<file path="config.mk">
export PLATFORM = sky130hd
export DESIGN_NAME = parity_byte_feeder
export DESIGN_NICKNAME = d
export VERILOG_FILES = /design/src/rtl/parity_feeder_pkg.sv /design/src/rtl/parity_feeder_timer.sv /design/src/rtl/parity_byte_feeder.sv
export SDC_FILE = /design/constraint.sdc
export NUM_CORES = 1
export LEC_CHECK = 0
export BUFFER_PORTS_ARGS = -buffer_cell sky130_fd_sc_hd__buf_2
export CAP_MARGIN = 20
export CORE_UTILIZATION = 52
export DETAILED_ROUTE_END_ITERATION = 7
export PLACE_DENSITY = 0.78
export SLEW_MARGIN = 20
export SYNTH_ARGS = -nofsm -noshare
export SYNTH_HDL_FRONTEND = slang
export SYNTH_SLANG_ARGS = --single-unit
export TNS_END_PERCENT = 1
</file>
<file path="constraint.sdc">
create_clock -name clk -period 2.49 [get_ports clk]
set_input_delay 0.747 -clock clk [delete_from_list [all_inputs] [get_ports clk]]
set_output_delay 0.747 -clock clk [all_outputs]
set_load 0.01 [all_outputs]
</file>
<file path="src/rtl/parity_feeder_pkg.sv">
// Shared types and widths for the parity unit feeder.
package parity_feeder_pkg;

    typedef enum logic [2:0] {
        IDLE,
        START,
        WAIT_HI,
        WAIT_LO,
        OUTPUT
    } state_t;

    localparam int FRAME_W = 9;
    localparam int CNT_W   = 16;
    localparam int TIMER_W = 8;

endpackage

</file>
<file path="src/rtl/parity_feeder_timer.sv">
// Watchdog counter for the feeder's busy-wait states.
module parity_feeder_timer
    import parity_feeder_pkg::*;
#(
    parameter logic [TIMER_W-1:0] LIMIT = 8'd63
) (
    input  logic clk,
    input  logic rst_n,
    input  logic clear,
    input  logic inc,
    output logic expired
);

    logic [TIMER_W-1:0] count;

    always_ff @(posedge clk or negedge rst_n) begin
        if (!rst_n)
            count <= '0;
        else if (clear)
            count <= '0;
        else if (inc)
            count <= count + 1'b1;
    end

    assign expired = (count == LIMIT);

endmodule

</file>
<file path="src/rtl/parity_byte_feeder.sv">
// Accepts bytes, launches one parity job per byte, supervises the unit and
// emits {parity_bit, byte} frames with sticky error flags and a frame counter.
module parity_byte_feeder
    import parity_feeder_pkg::*;
#(
    parameter int PARITY_ODD = 0,
    parameter int TIMEOUT    = 63
) (
    input  logic               clk,
    input  logic               rst_n,
    input  logic               in_valid,
    input  logic [7:0]         in_data,
    output logic               in_ready,
    output logic               par_start,
    output logic [7:0]         par_data,
    input  logic               par_busy,
    input  logic               par_even,
    input  logic               par_odd,
    output logic               out_valid,
    output logic [FRAME_W-1:0] out_data,
    output logic               out_err,
    input  logic               out_ready,
    output logic               timeout_err,
    output logic               proto_err,
    output logic [CNT_W-1:0]   frame_count
);

    state_t state;
    logic   timer_clear;
    logic   timer_inc;
    logic   timer_expired;
    logic   pbit;
    logic   incons;

    assign pbit   = (PARITY_ODD != 0) ? par_even : par_odd;
    assign incons = (par_even == par_odd);

    // Gated by busy so a unit still running across a feeder reset is never restarted.
    assign in_ready = rst_n & (state == IDLE) & ~par_busy;

    always_comb begin
        timer_clear = 1'b0;
        timer_inc   = 1'b0;
        case (state)
            START:   timer_clear = 1'b1;
            WAIT_HI: begin
                timer_clear = par_busy;
                timer_inc   = ~par_busy;
            end
            WAIT_LO: timer_inc = par_busy;
            default: ;
        endcase
    end

    parity_feeder_timer #(
        .LIMIT(TIMER_W'(TIMEOUT))
    ) u_timer (
        .clk    (clk),
        .rst_n  (rst_n),
        .clear  (timer_clear),
        .inc    (timer_inc),
        .expired(timer_expired)
    );

    always_ff @(posedge clk or negedge rst_n) begin
        if (!rst_n) begin
            state       <= IDLE;
            par_start   <= 1'b0;
            par_data    <= '0;
            out_valid   <= 1'b0;
            out_data    <= '0;
            out_err     <= 1'b0;
            timeout_err <= 1'b0;
            proto_err   <= 1'b0;
            frame_count <= '0;
        end else begin
            case (state)
                IDLE: begin
                    if (in_valid && !par_busy) begin
                        par_data  <= in_data;
                        par_start <= 1'b1;
                        state     <= START;
                    end
                end
                START: begin
                    par_start <= 1'b0;
                    state     <= WAIT_HI;
                end
                WAIT_HI: begin
                    if (par_busy) begin
                        state <= WAIT_LO;
                    end else if (timer_expired) begin
                        timeout_err <= 1'b1;
                        state       <= IDLE;
                    end
                end
                WAIT_LO: begin
                    if (!par_busy) begin
                        out_data  <= {pbit, par_data};
                        out_err   <= incons;
                        out_valid <= 1'b1;
                        if (incons)
                            proto_err <= 1'b1;
                        state <= OUTPUT;
                    end else if (timer_expired) begin
                        timeout_err <= 1'b1;
                        state       <= IDLE;
                    end
                end
                OUTPUT: begin
                    if (out_ready) begin
                        out_valid   <= 1'b0;
                        frame_count <= frame_count + 1'b1;
                        state       <= IDLE;
                    end
                end
                default: state <= IDLE;
            endcase
        end
    end

endmodule

</file>
==> flow_summary.ini <==
[job]
cap_violations = 0

[grt]
grt_pass1_vias = 1329
overflow = 0
grt_max_degree = 50
antenna_found_initial = 0
grt_pass1_wl_mm = 6.11
grt_use_total_pct = 18.5

[cells_and_area]
final_common_cell = buf_2
drive_gt1_share_pct = 36.8
antenna_cells = 0
area.sequential_sq_um = 1230
multi_input_area_sq_um = 936
layout_common_cells = buf_2 (53), dfrtp_1 (49), xnor2_1 (16)
nets = 255
fill_cells = 345
syn_to_final_growth_pct = 18.8

[clocking]
cts_root_buffer = clkbuf_8
cts_buffers = 5
clkTransAtPathRegs_ns = 0.09
tritoncts = yes
htreeDepth = 2
ctsResizeCount = 0
cts-hold-fix-buffers = 0
cts.sinks = 49
postCtsSetupRepairBufs = 0
cts_buffer_depth = 2
clk_latency_ns = 0.30

[detailed_routing]
ant_nets = 0
wl_per_cell_um = 13.8
initialDrtViolationCount = 44
first_pass_iters = 4
viasPerCell = 5.26
drcViolationCount = 0
drt_wl_total_mm = 3.98
num_vias = 1519

[critical_path]
cp_slowest_cell = buf_4
cp-end-kind = output pin
critical_path_class = input port to output pin
r2r_cells = 3
r2r_start = state[1]$_DFFE_PN0P_
crit_top_cell = buf_2
crit_required_ns = 1.74
cp_max_fo = 7
crit_buf_inv = 3
worstSetupStartpointType = input port
path_cells = buf_2 > buf_4 > nor2_1 > and3_1 > buf_2
critical_path.endpoint = in_ready
cp.depth = 5
crit_start = par_busy
rrSetupSlack_ns = 0.53
max_stage_delay_ns = 0.15
r2r_end = par_data[7]$_DFFE_PN0P_
critical-path-top-delay-family = buffers and inverters
worstPathArrival_ns = 1.35

[logic_synthesis]
yosysTopAreaCellShare_pct = 55.5
yosys_warnings = 0
ys.flop_type = dfrtp_1
ys_seq_elements = 49
yosysSeqAreaShare_pct = 55.5
synth_area_per_cell_sq_um = 12.3
synthTopCellsByArea = dfrtp_1 (55%), xnor2_1 (6.3%), mux2_4 (5.4%)
synth_edf_count = 0
synth_cell_types = 36
async_flop_share_pct = 100
synth_area_sq_um = 2210
syn_inst = 180
syn_nets = 197
yosysTopAreaCell = dfrtp_1

[sta]
fin_crit_sh_pct = 84.3
max-slew-margin-rel_pct = 61.2
grt_setup_unrepaired = no
min_period_ns = 2.10
fmax_ghz = 0.476
timing.final.hold_violations = 0
tns_ns = 0
hold_slack_ns = 0.463
fin_skew_ns = 0.0111
finalMaxSlewViolations = 0
finalSetupViolCount = 0
worstMarginPinSlew_ns = 0.582

[floorplanning]
ios = 54
dieArea_sq_um = 4520
core_sq_um = 4030
row_count = 23
die_y_um = 67.2
floorplan.initialDensity_pct = 54.9
fp.dieW_um = 67.2

[outcome]
status = complete, no violations

[placement]
hpwlAfterDp_mm = 2.85
port_buffers = 53
gp_congestion = 0.734

[pwr]
ir_drop_v = 0.000587
p_leak_nw = 1.35
powerDensity_nw_per_um2 = 929

[worst_hold_path]
hold_class = register to register
-- layout make-up --
cell class              instances  share of cell area, %
clock buffers                   6                   3.14
clock inverters                 2                  0.524
inverters                       3                  0.429
multi-input cells             122                   35.6
flip-flops and latches         49                   46.7
well taps                      50                   2.38
repair buffers                 57                   11.2
-- Yosys cell counts, drive strengths merged (4+ instances only) --
| cell | number |
|---|---|
| nand2b | 4 |
| nand4 | 5 |
| mux2 | 17 |
| xnor2 | 16 |
| buf | 5 |
| xor2 | 8 |
| dfrtp | 49 |
| nand3 | 8 |
| nor4 | 4 |
| nor2 | 14 |
| nand2 | 12 |
-- power by group --
| part | internal (mW) | leakage (nW) | switching, mW |
|---|---|---|---|
| Clock | 0.225 | 0.0512 | 0.259 |
| Sequential | 1.00 | 0.640 | 0.181 |
| Combinational | 0.411 | 0.654 | 0.366 |
-- sequential cells by signal (all words and copies together) (netlist names) --
signal,cells
frame_count,16
state,3
par_start,1
timeout_err,1
par_data,8
out_valid,1
out_err,1
proto_err,1
out_data,9
u_timer.count,8
-- logic make-up after synthesis --
family	Yosys count	synth area share (%)
buffers and inverters	9	2.43
AND/OR/NAND/NOR	68	18.2
AO/OA/AOI/OAI	10	2.77
XOR/XNOR	24	9.51
adder cells (fa/ha/maj)	2	1.13
flip-flops	49	55.5
multiplexers	18	10.5
-- metal layers --
metal	up-vias	routed length [um]	GRT usage, %
li1	745	-	-
met1	739	1850	24.3
met2	33	1960	29.6
met3	2	145	4.22
met4	0	23	7.18
met5	-	0	0
-- worst min-delay path by stage --
stage | start | depth (start not counted) | endpoint
2_1_floorplan | rst_n | 0 | frame_count[0]$_DFFE_PN0P_
3_3_place_gp | proto_err$_DFFE_PN0P_ | 1 | proto_err$_DFFE_PN0P_
3_5_place_dp | proto_err$_DFFE_PN0P_ | 1 | proto_err$_DFFE_PN0P_
4_1_cts | frame_count[15]$_DFFE_PN0P_ | 1 | frame_count[15]$_DFFE_PN0P_
5_1_grt | frame_count[15]$_DFFE_PN0P_ | 1 | frame_count[15]$_DFFE_PN0P_
6_report | frame_count[15]$_DFFE_PN0P_ | 1 | frame_count[15]$_DFFE_PN0P_
-- per-stage QoR --
step / cells / util (%) / area, sq um / total power [mW] / worst slack [ns]
after floorplan: 180 / - / 2210 / 1.67 / 0.400
after global placement: 281 / 62.8 / 2530 / 1.95 / 0.249
after detailed placement: 281 / 62.8 / 2530 / 1.98 / 0.213
after CTS: 289 / 65.2 / 2630 / 2.46 / 0.385
after global routing: 289 / 65.2 / 2630 / 2.59 / 0.347
final: 289 / 65.2 / 2630 / 2.44 / 0.390
(Power assumes the default switching activity.)
